`config.mk`:
```
export PLATFORM = sky130hd
export DESIGN_NAME = alu_cmd_sequencer
export DESIGN_NICKNAME = d
export VERILOG_FILES = /design/src/rtl/alu_cmd_sequencer_pkg.sv /design/src/rtl/alu_cmd_sequencer_sync_fifo.sv /design/src/rtl/alu_cmd_sequencer.sv
export SDC_FILE = /design/constraint.sdc
export NUM_CORES = 1
export LEC_CHECK = 0
export ABC_AREA = 0
export CAP_MARGIN = 0
export CORE_MARGIN = 10
export CORE_UTILIZATION = 46
export DETAILED_ROUTE_END_ITERATION = 8
export GPL_ROUTABILITY_DRIVEN = 0
export GPL_TIMING_DRIVEN = 0
export PLACE_DENSITY_LB_ADDON = 0.05
export SYNTH_ARGS = -nofsm -noshare
export SYNTH_HDL_FRONTEND = slang
export SYNTH_SLANG_ARGS = --single-unit
```
`constraint.sdc`:
```
create_clock -name clk -period 2 [get_ports clk]
set_input_delay 0.4 -clock clk [delete_from_list [all_inputs] [get_ports clk]]
set_output_delay 0.4 -clock clk [all_outputs]
set_load 0.03 [all_outputs]
```
`src/rtl/alu_cmd_sequencer_pkg.sv`:
```
// rtl/alu_cmd_sequencer_pkg.sv - shared defaults, FSM states and helpers for the ALU command sequencer
package alu_cmd_sequencer_pkg;

    localparam int DEF_DATA_W = 8;
    localparam int DEF_OP_W   = 4;
    localparam int DEF_DEPTH  = 4;

    typedef enum logic [1:0] {
        IDLE   = 2'd0,
        SETTLE = 2'd1,
        RESP   = 2'd2
    } state_t;

    // Queued command packs {a, b, op}.
    function automatic int cmd_width(input int data_w, input int op_w);
        return 2 * data_w + op_w;
    endfunction

endpackage

```
`src/rtl/alu_cmd_sequencer_sync_fifo.sv`:
```
// rtl/alu_cmd_sequencer_sync_fifo.sv - single-clock FIFO holding queued ALU commands
module alu_cmd_sequencer_sync_fifo #(
    parameter int WIDTH = 20,
    parameter int DEPTH = 4,
    localparam int AW = $clog2(DEPTH),
    localparam int CW = $clog2(DEPTH + 1)
) (
    input  logic             clk,
    input  logic             rst_n,
    input  logic             push,
    input  logic [WIDTH-1:0] push_data,
    input  logic             pop,
    output logic [WIDTH-1:0] pop_data,
    output logic             full,
    output logic             empty,
    output logic [CW-1:0]    count
);

    logic [WIDTH-1:0] mem [DEPTH];
    logic [AW-1:0]    wr_ptr;
    logic [AW-1:0]    rd_ptr;
    logic             do_push;
    logic             do_pop;

    assign full     = (count == CW'(DEPTH));
    assign empty    = (count == '0);
    assign do_push  = push && !full;
    assign do_pop   = pop && !empty;
    assign pop_data = mem[rd_ptr];

    always_ff @(posedge clk) begin
        if (do_push) begin
            mem[wr_ptr] <= push_data;
        end
    end

    // DEPTH is a power of two, so pointers wrap on overflow.
    always_ff @(posedge clk or negedge rst_n) begin
        if (!rst_n) begin
            wr_ptr <= '0;
            rd_ptr <= '0;
            count  <= '0;
        end else begin
            if (do_push) begin
                wr_ptr <= wr_ptr + AW'(1);
            end
            if (do_pop) begin
                rd_ptr <= rd_ptr + AW'(1);
            end
            case ({do_push, do_pop})
                2'b10:   count <= count + CW'(1);
                2'b01:   count <= count - CW'(1);
                default: count <= count;
            endcase
        end
    end

endmodule

```
`src/rtl/alu_cmd_sequencer.sv`:
```
// rtl/alu_cmd_sequencer.sv - issues queued commands to a combinational ALU and returns captured results
module alu_cmd_sequencer
    import alu_cmd_sequencer_pkg::*;
#(
    parameter int DATA_W = DEF_DATA_W,
    parameter int OP_W   = DEF_OP_W,
    parameter int DEPTH  = DEF_DEPTH
) (
    input  logic                       clk,
    input  logic                       rst_n,
    input  logic                       cmd_valid,
    output logic                       cmd_ready,
    input  logic [DATA_W-1:0]          cmd_a,
    input  logic [DATA_W-1:0]          cmd_b,
    input  logic [OP_W-1:0]            cmd_op,
    output logic [DATA_W-1:0]          alu_a,
    output logic [DATA_W-1:0]          alu_b,
    output logic [OP_W-1:0]            alu_op,
    input  logic [DATA_W-1:0]          alu_r,
    input  logic                       alu_e,
    output logic                       rsp_valid,
    input  logic                       rsp_ready,
    output logic [DATA_W-1:0]          rsp_r,
    output logic                       rsp_e,
    output logic [OP_W-1:0]            rsp_op,
    output logic [$clog2(DEPTH+1)-1:0] count,
    output logic                       busy
);

    localparam int CMD_W = cmd_width(DATA_W, OP_W);

    state_t             state;
    state_t             next_state;
    logic               fifo_full;
    logic               fifo_empty;
    logic               push;
    logic               pop;
    logic [CMD_W-1:0]   head;

    assign cmd_ready = !fifo_full;
    assign push      = cmd_valid && cmd_ready;
    assign rsp_valid = (state == RESP);
    assign busy      = (state != IDLE) || (count != '0);

    alu_cmd_sequencer_sync_fifo #(
        .WIDTH (CMD_W),
        .DEPTH (DEPTH)
    ) u_fifo (
        .clk       (clk),
        .rst_n     (rst_n),
        .push      (push),
        .push_data ({cmd_a, cmd_b, cmd_op}),
        .pop       (pop),
        .pop_data  (head),
        .full      (fifo_full),
        .empty     (fifo_empty),
        .count     (count)
    );

    always_comb begin
        next_state = state;
        pop        = 1'b0;
        case (state)
            IDLE: begin
                if (!fifo_empty) begin
                    pop        = 1'b1;
                    next_state = SETTLE;
                end
            end
            SETTLE: next_state = RESP;
            RESP: begin
                // Accepting a response can issue the next command back-to-back.
                if (rsp_ready) begin
                    if (!fifo_empty) begin
                        pop        = 1'b1;
                        next_state = SETTLE;
                    end else begin
                        next_state = IDLE;
                    end
                end
            end
            default: next_state = IDLE;
        endcase
    end

    always_ff @(posedge clk or negedge rst_n) begin
        if (!rst_n) begin
            state  <= IDLE;
            alu_a  <= '0;
            alu_b  <= '0;
            alu_op <= '0;
            rsp_r  <= '0;
            rsp_e  <= 1'b0;
            rsp_op <= '0;
        end else begin
            state <= next_state;
            if (pop) begin
                {alu_a, alu_b, alu_op} <= head;
            end
            if (state == SETTLE) begin
                rsp_r  <= alu_r;
                rsp_e  <= alu_e;
                rsp_op <= alu_op;
            end
        end
    end

endmodule

```
* Yosys cells after proc, flatten, opt, wreduce, memory -nomap -nowiden
Memory sizes are Yosys's and may differ from the RTL's. A register that Yosys moved wholly into a read port is not among the register bits. Cells that the tools add are included.
Storage, ports and cells: flip-flop bits (word level) 22, RAM bits 80, input port bits 33, output and inout port bits 39, logic and storage cells 42, memories 1
Memories:
- u_fifo.mem | depth 4, width 20, read ports 1, clocked after Yosys merged registers in 1, wr ports 1, RTL line alu_cmd_sequencer_sync_fifo.sv:19 | logic [WIDTH-1:0] mem [DEPTH];
Cells by class: $add $sub $neg 4, equal/unequal tests 7, muxes and demuxes 10, reduce and logical (&&, ||, !) cells 13
Operators with widths (count):
- $pmux 2 s3 | 1
- $pmux 3 s2 | 1
- $mux 1 | 5
- $add 2x1->2 const B | 2
- $eq 2x1->1 const B | 2
- $eq 2x2->1 const B | 2
- $mux 2 | 2
- $reduce_bool 2->1 | 2
- $add 3x1->3 const B | 1
- $eq 3x3->1 const B | 1
- $logic_and 1x1->1 | 3
- $logic_not 1->1 | 3
- $logic_not 3->1 | 1
- $reduce_bool 3->1 | 1
- $sub 3x1->3 const B | 1
- $logic_not 2->1 | 1
- $ne 2x1->1 const B | 1
- $ne 2x2->1 const B | 1
- $pmux 1 s2 | 1
- $reduce_and 2->1 | 1
- $logic_or 1x1->1 | 1

* Longest topological paths before layout
Gate-level depths: netlist (run 1).
depth in word-level cells 7, depth in mapped cells 9, mapped depth without buffers 9

* Modules after synthesis
Synthesis (run 1) repeated with hierarchy kept, for this count alone.
Unflattened totals: cells, all modules 223, area, all modules 4692.0 um2
By module, submodules not included:
- alu_cmd_sequencer_sync_fifo | times used 1, cells each 141, area each 3331.9 um2, seq. area each 2577.5 um2
- alu_cmd_sequencer | times used 1, cells each 82, area each 1360.1 um2, seq. area each 875.8 um2

* Worst setup path after synthesis (run 1)
Ideal clock, no wire load.
kind reg-to-reg, start register u_fifo.count[2], end register u_fifo.count[2], setup time 0.081 ns, arrival 2.239 ns, required time 1.919 ns, setup slack -0.320 ns, cell stages (with the launch flop) 10, path buffers 0, clock period less this slack 2.320 ns, cells stage by stage dfrtp_1 or3b_4 and2_4 inv_1 ha_1 inv_1 fa_1 xor2_1 nor2_1 xor2_1
Between the ends: elaborated cells on any way between the ends 16, classes of those cells add/sub: 2; eq/ne: 3; mux: 4; reduce/logical: 7
RTL lines:
- start: declaration | RTL line alu_cmd_sequencer_sync_fifo.sv:16 | output logic [CW-1:0] count
- start signal: assignment | RTL line alu_cmd_sequencer_sync_fifo.sv:51 | 2'b10: count <= count + CW'(1);
- start signal: assignment | RTL line alu_cmd_sequencer_sync_fifo.sv:52 | 2'b01: count <= count - CW'(1);
- start signal: assignment | RTL line alu_cmd_sequencer_sync_fifo.sv:53 | default: count <= count;
- $eq 3x3->1 (*) | RTL line alu_cmd_sequencer_sync_fifo.sv:25 | assign full = (count == CW'(DEPTH));
- $logic_not 1->1 (*) | RTL line alu_cmd_sequencer.sv:40 | assign cmd_ready = !fifo_full;
- via cmd_ready | RTL line alu_cmd_sequencer.sv:12 | output logic cmd_ready,
- $logic_and 1x1->1 | RTL line alu_cmd_sequencer.sv:41 | assign push = cmd_valid && cmd_ready;
- $logic_and 1x1->1 (*) | RTL line alu_cmd_sequencer_sync_fifo.sv:27 | assign do_push = push && !full;
- $eq 2x1->1 / $eq 2x2->1 (equally long branches) | RTL line alu_cmd_sequencer_sync_fifo.sv:50 | case ({do_push, do_pop})
- $pmux 3 s2 / $reduce_bool 2->1 (equally long branches)
Mark *: on every way through the listed nets, which the timed path passes. The rest lies on a longest branch. A chain may end at the register's enable or synchronous reset.

* Final worst setup path (run 1)
start register u_fifo.count[1], end register u_fifo.count[2]
Between the ends: word-level cells in the longest chain between the ends 7, elaborated cells on any way between the ends 16, classes of those cells add/sub: 2; eq/ne: 3; mux: 4; reduce/logical: 7
RTL lines:
- $logic_not 3->1 | RTL line alu_cmd_sequencer_sync_fifo.sv:26 | assign empty = (count == '0);
- $mux 1 | RTL line alu_cmd_sequencer.sv:65, alu_cmd_sequencer.sv:74
- $mux 1 | RTL line alu_cmd_sequencer.sv:73 | if (rsp_ready) begin
- $pmux 1 s2 | RTL line alu_cmd_sequencer.sv:63 | case (state)
- $logic_and 1x1->1 | RTL line alu_cmd_sequencer_sync_fifo.sv:28 | assign do_pop = pop && !empty;
- $eq 2x1->1 / $eq 2x2->1 (equally long branches) | RTL line alu_cmd_sequencer_sync_fifo.sv:50
- $pmux 3 s2 / $reduce_bool 2->1 (equally long branches)
Parallel ways exist; a longest one is shown, timed or not.

==> reports/summary.txt, run 1 <==
startpoint types -> flip-flop
fraction of registers with async set/reset -> 34.4%
yosys warns -> 0
Die W -> 121 um
clk sinks -> 122
post-route clock period utilization -> 102%
synthesized area per cell -> 21.4 um^2
final instance area -> 0.00630 mm^2
most frequent cells after synthesis -> edfxtp_1, dfrtp_1, mux2_4
number of global-route vias before repair -> 2549
Setup Skew -> 0.00670 ns
PwrDens -> 1780 mW/mm^2
Hold WS -> 0.378 ns
Core ar. -> 0.00986 mm^2
Main synth FF type -> edfxtp_1
DRT iter0 DRCs -> 98
pre-CTS setup slack -> -0.547 ns
Crit Path Category -> flip-flop to flip-flop
power share of the clock group -> 25.4%
Total Wirelength -> 8.64 mm
unrepaired setup endpoints after global routing -> true
WL/cell -> 18.5 um
Netlist Area Pre-Place -> 0.00471 mm^2
drt pass-1 iters -> 5
min-delay worst type -> input port to asynchronous set/reset pin
largest net degree at the start of global routing -> 25
H-tree depth -> 4
Max-Cap Viols -> 0
post-synthesis cell type count -> 28
Die Y -> 121 um
Slew Limit Fails -> 0
Root Driver -> clkbuf_8
hpwl dp -> 5.44 mm
Worst slew margin -> 53.0%
PortBufs -> 71
fill count -> 695
initial antenna violation count -> 0
Congestion Overflow GR -> 0
Ports -> 72
number of flops mapped to enable cells by yosys -> 80
crit path time final -> 2.04 ns
Final Hold Fails -> 0
top-area cell type share of the netlist area -> 51.0%
worst slew pin tran -> 0.706 ns
Sequential Power Share -> 35.1%
TritonCTS clock tree -> yes
violated checks -> setup timing
vias per cell -> 4.90
Final Core Density -> 63.9%
Max Clk Rate -> 489 MHz
Seq/Total Area, Yosys -> 73.2%
Psw -> 3610 uW
cell taking the most area after synthesis -> edfxtp_1
worst-skew pair later-pin latency -> 0.49 ns
Final ANT Viol Nets -> 0
Initial Utilization -> 47.8%
LEAKAGE -> 0.00246 uW
outcome -> finished with violations
P&R area growth vs syn -> 33.7%
clock buffer depth -> 2
crit-path max FO -> 4
first-pass GRT wire length -> 13.7 mm
top cells by area, synth -> edfxtp_1, dfrtp_1, mux4_2
syn nets -> 259
count leader, synth -> edfxtp_1
Int Pwr -> 7580 uW
diode count -> 0
worst path required time -> 2.41 ns
Switching Share -> 32.3%
DP Area -> 0.00563 mm^2
Setup Viol. Count Final -> 1
critical path endpoint category -> flip-flop
Post-Syn Instances -> 220
DIE AREA -> 0.0147 mm^2
Vias -> 2291
final worst setup slack -> -0.0445 ns
Arrival @ worst endpoint -> 2.46 ns
Max VDD drop -> 816 uV
row count -> 36
share of layout cells above drive strength 1 -> 34.0%
Num CTS Buffers -> 17
clock-pin slew on the worst setup and hold paths -> 0.06 ns
Final nets -> 361
combinational share of power -> 39.5%
#FFs+latches synth -> 122
total track usage -> 12.2%
# DRC -> 0
Final Power -> 11200 uW
==> area by class of cell <==
type | count | area [um^2] | area share (%)
Inverter | 7 | 28.8 | 0.457
Buffer | 7 | 61.3 | 0.973
Clock buffer | 17 | 414 | 6.57
Tap cell | 133 | 166 | 2.64
Timing Repair Buffer | 83 | 820 | 13.0
Sequential cell | 122 | 3460 | 54.8
Clock inverter | 15 | 153 | 2.42
Multi-Input combinational cell | 84 | 1200 | 19.1
==> logic make-up (layout without fill, tap and decap cells) <==
family / Yosys count / count (layout) / share of synthesized area (%)
AO/OA/AOI/OAI: 1 / 1 / 0.106
XOR/XNOR: 6 / 6 / 1.11
adder cells (fa/ha/maj): 6 / 6 / 1.75
buffers and inverters: 14 / 129 / 1.78
flip-flops: 122 / 122 / 73.2
multiplexers: 55 / 55 / 19.6
AND/OR/NAND/NOR: 16 / 16 / 2.44
==> sequential cells by signal, indices dropped and copies added (netlist names) <==
signal,flops
u_fifo.rd_ptr,2
u_fifo.count,3
u_fifo.wr_ptr,2
alu_op,4
rsp_op,4
u_fifo.mem,80
rsp_r,8
state,2
alu_b,8
alu_a,8
rsp_e,1
==> worst max-delay path: stages (launching register included) <==
cell	delay [ns]
dfrtp_2	0.44
or3b_4	0.42
and2_4	0.16
inv_4	0.05
ha_4	0.12
inv_2	0.03
fa_2	0.32
xor2_1	0.15
nor2_1	0.11
xor2_1	0.16
==> cells in the final DEF (no fill, tap or decap), types with 3 or more instances in the layout <==
master | netlist | routed
buf_2 | 1 | 3
dfrtp_2 | 0 | 3
xor2_1 | 4 | 4
dfrtp_1 | 42 | 39
clkinv_4 | 0 | 4
mux4_2 | 18 | 18
inv_1 | 7 | 5
edfxtp_1 | 80 | 80
and3_2 | 0 | 4
clkinv_2 | 0 | 3
buf_6 | 4 | 3
dlymetal6s2s_1 | 0 | 9
mux2_2 | 11 | 11
mux2_4 | 19 | 19
dlygate4sd2_1 | 0 | 4
buf_4 | 0 | 10
mux2_1 | 4 | 4
clkinvlp_4 | 0 | 4
ha_1 | 5 | 4
clkdlybuf4s50_1 | 0 | 54
clkbuf_16 | 0 | 16
==> routing by layer <==
metal	GRT usage (%)	vias to the layer above	wire length [um]
li1	-	1071	-
met1	15.4	1143	3980
met2	19.0	70	4060
met3	4.42	7	536
met4	4.69	0	60
met5	0	-	0
==> power groups by stage <==
stage,registers (uW),logic (uW),clock network [uW]
finish,3930,4420,2850
floorplan,4640,2250,0
detailed placement,3980,4370,0
CTS,3940,4450,2910
global route,4020,4730,3060
global placement,3960,4320,0
==> what timing repair did <==
| item | in CTS | in global routing |
|---|---|---|
| resized for setup | 20 | 11 |
| hold endpoints to repair | 18 | 0 |
| hold buffers | 1 | 0 |
| pin swaps | 6 | 1 |
| setup endpoints to repair | 86 | 13 |
| buffers inserted | 6 | 4 |
==> final timing paths <==
check / startpoint / to / slack (ns) / cells after the start
worst max-delay path: u_fifo.count[1]$_DFFE_PN0P_ / u_fifo.count[2]$_DFFE_PN0P_ / -0.04 / 9
worst min-delay path: rst_n / rsp_r[1]$_DFFE_PN0N_ / 0.38 / 2
worst max register to register: u_fifo.count[1]$_DFFE_PN0P_ / u_fifo.count[2]$_DFFE_PN0P_ / -0.04 / 9
worst min register to register: rsp_r[6]$_DFFE_PN0N_ / rsp_r[6]$_DFFE_PN0N_ / 0.49 / 1
max in group asynchronous: rst_n / alu_b[5]$_DFFE_PN0N_ / 1.12 / 3
min in group clk: rsp_r[6]$_DFFE_PN0N_ / rsp_r[6]$_DFFE_PN0N_ / 0.49 / 1
==> metrics by stage <==
step	setup TNS [ns]	cells
floorplan	-0.218	220
finish	-0.0445	468
global route	-0.172	468
CTS	-0.119	464
global placement	-54.71	424
detailed placement	-21.93	425
Note: power is estimated with default switching activity, not from simulation.
==> inputs of run 2 (changes only) <==
--- a/config.mk
+++ b/config.mk
@@ -15,4 +15,5 @@
 export PLACE_DENSITY_LB_ADDON = 0.05
 export SYNTH_ARGS = -nofsm -noshare
 export SYNTH_HDL_FRONTEND = slang
+export SYNTH_HIERARCHICAL = 1
 export SYNTH_SLANG_ARGS = --single-unit
==> reports/summary.txt, run 2 <==
outcome -> finished clean (was finished with violations)
min-delay worst type -> input port to asynchronous set/reset pin (unchanged)
synthesized area per cell -> 21.0 um^2 (was 21.4 um^2)
pre-CTS setup slack -> -0.667 ns (was -0.547 ns)
WL/cell -> 17.9 um (was 18.5 um)
Largest Register -> u_fifo/mem (was u_fifo.mem)
P&R area growth vs syn -> 33.5% (was 33.7%)
post-placement cell count -> 428 (was 425)
cell taking the most area after synthesis -> edfxtp_1 (unchanged)
final instance area -> 0.00627 mm^2 (was 0.00630 mm^2)
reg2reg setup slack -> 0.005 ns (was -0.04 ns)
Num CTS Buffers -> 17 (unchanged)
LEAKAGE -> 0.00236 uW (was 0.00246 uW)
top-area cell type share of the netlist area -> 51.2% (was 51.0%)
fraction of registers with async set/reset -> 34.4% (unchanged)
number of global-route vias before repair -> 2564 (was 2549)
footprint of the multi-input gates -> 0.00118 mm^2 (was 0.00120 mm^2)
syn nets -> 262 (was 259)
TritonCTS clock tree -> yes (unchanged)
unrepaired setup endpoints after global routing -> true (unchanged)
Worst slew margin -> 60.6% (was 53.0%)
yosys warns -> 6 (was 0)
Netlist Area Pre-Place -> 0.00469 mm^2 (was 0.00471 mm^2)
crit path time final -> 1.99 ns (was 2.04 ns)
setup TNS -> 0 ns (was -0.0445 ns)
worst slew pin tran -> 0.590 ns (was 0.706 ns)
DRT iter0 DRCs -> 123 (was 98)
# DRC -> 0 (unchanged)
Ports -> 72 (unchanged)
Die W -> 121 um (about the same)
#FFs+latches synth -> 122 (unchanged)
Slowest-stage cell, CP -> dfrtp_2 (unchanged)
Register Area -> 0.00346 mm^2 (unchanged)
most frequent cells in the layout -> edfxtp_1, clkdlybuf4s50_1, dfrtp_1 (unchanged)
worst-skew pair later-pin latency -> 0.50 ns (was 0.49 ns)
startpoint types -> flip-flop (unchanged)
largest net degree at the start of global routing -> 26 (was 25)
Post-Syn Instances -> 223 (was 220)
number of flops mapped to enable cells by yosys -> 80 (unchanged)
Max-Cap Viols -> 0 (unchanged)
first-pass GRT wire length -> 13.6 mm (was 13.7 mm)
CP max stage delay -> 0.43 ns (was 0.44 ns)
top cells by area, synth -> edfxtp_1, dfrtp_1, mux4_2 (unchanged)
Final ANT Viol Nets -> 0 (unchanged)
Slew Limit Fails -> 0 (unchanged)
drt pass-1 iters -> 4 (was 5)
Vias -> 2353 (was 2291)
Total Wirelength -> 8.45 mm (was 8.64 mm)
DP Area -> 0.00562 mm^2 (was 0.00563 mm^2)
critical path endpoint category -> flip-flop (unchanged)
Max VDD drop -> 796 uV (was 816 uV)
H-tree depth -> 4 (unchanged)
PortBufs -> 71 (unchanged)
Seq/Total Area, Yosys -> 73.6% (was 73.2%)
count leader, synth -> edfxtp_1 (unchanged)
Arrival @ worst endpoint -> 2.42 ns (was 2.46 ns)
diode count -> 0 (unchanged)
crit-path max FO -> 6 (was 4)
Initial Utilization -> 47.6% (was 47.8%)
R2R Path End -> u_fifo/count[2]$_DFFE_PN0P_ (was u_fifo.count[2]$_DFFE_PN0P_)
clock-pin slew on the worst setup and hold paths -> 0.06 ns (about the same)
final worst setup slack -> 0.00532 ns (was -0.0445 ns)
Final nets -> 365 (was 361)
initial antenna violation count -> 0 (unchanged)
vias per cell -> 4.99 (was 4.90)
Main synth FF type -> edfxtp_1 (unchanged)
DIE AREA -> 0.0146 mm^2 (was 0.0147 mm^2)
Die Y -> 121 um (about the same)
most frequent cells after synthesis -> edfxtp_1, dfrtp_1, mux2_2 (was edfxtp_1, dfrtp_1, mux2_4)
Critical R2R Launch -> u_fifo/count[1]$_DFFE_PN0P_ (was u_fifo.count[1]$_DFFE_PN0P_)
Crit Path Category -> flip-flop to flip-flop (unchanged)
share of layout cells above drive strength 1 -> 36.3% (was 34.0%)
clk sinks -> 122 (unchanged)
Largest register FFs -> 80 (unchanged)
hpwl dp -> 5.53 mm (was 5.44 mm)
FF-to-FF path depth -> 11 (was 9)
post-route clock period utilization -> 99.7% (was 102%)
clock buffer depth -> 2 (unchanged)
Congestion Overflow GR -> 0 (unchanged)
worst path required time -> 2.42 ns (was 2.41 ns)
row count -> 36 (unchanged)
Final Non-Filler Cells -> 472 (was 468)
Final Power -> 11100 uW (was 11200 uW)
Final Hold Fails -> 0 (unchanged)
Setup Viol. Count Final -> 0 (was 1)
total track usage -> 12.3% (was 12.2%)
fill count -> 710 (was 695)
worst path cell trace -> buf_6 -> nor3b_4 -> nor2b_1 -> nor2b_4 -> inv_2 -> ha_4 -> inv_2 -> fa_2 -> xor2_1 -> nor2_1 -> xor2_1 (was or3b_4 -> and2_4 -> inv_4 -> ha_4 -> inv_2 -> fa_2 -> xor2_1 -> nor2_1 -> xor2_1)
post-synthesis cell type count -> 26 (was 28)
Max Clk Rate -> 501 MHz (was 489 MHz)
commonest non-fill, non-tap cell in the layout -> edfxtp_1 (unchanged)
Setup Skew -> 0.00762 ns (was 0.00670 ns)
PwrDens -> 1770 mW/mm^2 (was 1780 mW/mm^2)
Root Driver -> clkbuf_8 (unchanged)
Core ar. -> 0.00986 mm^2 (unchanged)
## run 2: logic make-up after synthesis
logic type	Yosys count	share of synthesized area [%]
muxes	55	18.1
adders and majority gates	6	1.76
AOI/OAI and AO/OA	4	1.01
buffers and inverters	15	2.05
DFF	122	73.6
and+or+nand+nor	15	2.32
xor gates and xnor gates	6	1.12
## run 2: routing by layer
layer	wire length [um]	vias to the layer above	GRT usage (%)
li1	-	1074	-
met5	0	-	0
met4	62	0	4.30
met3	551	5	4.37
met1	3770	1198	15.8
met2	4060	76	18.8
## run 2: critical path, delay by kind of cell (launching register included)
kind | cells | cell delay, ns
xor+xnor | 2 | 0.28
fa+ha+maj | 2 | 0.45
simple gates | 4 | 0.53
flops | 1 | 0.43
buf+inv | 3 | 0.21
## run 2: repair_timing
action / 4_1_cts / 5_1_grt
setup buffers: 11 / 1
endpoints found under the hold margin: 17 / 0
pin swaps: 4 / 1
hold buffers: 1 / 0
resized for setup: 12 / 11
endpoints found under the setup margin: 20 / 13
## run 2: worst max path at each step
| stage | depth (start not counted) | startpoint | to |
|---|---|---|---|
| after floorplan | 10 | u_fifo/count[1]$_DFFE_PN0P_ | u_fifo/count[2]$_DFFE_PN0P_ |
| after global placement | 1 | rst_n | u_fifo/count[1]$_DFFE_PN0P_ |
| after detailed placement | 11 | rsp_ready | u_fifo/count[2]$_DFFE_PN0P_ |
| after CTS | 4 | u_fifo/count[1]$_DFFE_PN0P_ | cmd_ready |
| after global routing | 11 | u_fifo/count[1]$_DFFE_PN0P_ | u_fifo/count[2]$_DFFE_PN0P_ |
| final | 11 | u_fifo/count[1]$_DFFE_PN0P_ | u_fifo/count[2]$_DFFE_PN0P_ |
## run 2: cell type report
| cell class | instances | area share (%) |
|---|---|---|
| tap | 133 | 2.66 |
| clock buffer | 19 | 6.89 |
| sequential | 122 | 55.2 |
| timing repair buffer | 85 | 13.1 |
| clock inverter | 13 | 2.02 |
| buffer | 6 | 0.879 |
| multi-input combinational | 86 | 18.8 |
| inverter | 8 | 0.479 |
## run 2: power by group
part	switching (uW)	internal, uW
clock network	1030	1790
registers	367	3550
logic	2160	2210
total	3560	7540
## run 2: stage by stage
step | util (%) | hold WS [ns]
floorplan | - | 0.104
global placement | 56.8 | 0.485
detailed placement | 57.0 | 0.398
CTS | 63.6 | 0.388
global route | 63.5 | 0.420
finish | 63.5 | 0.392
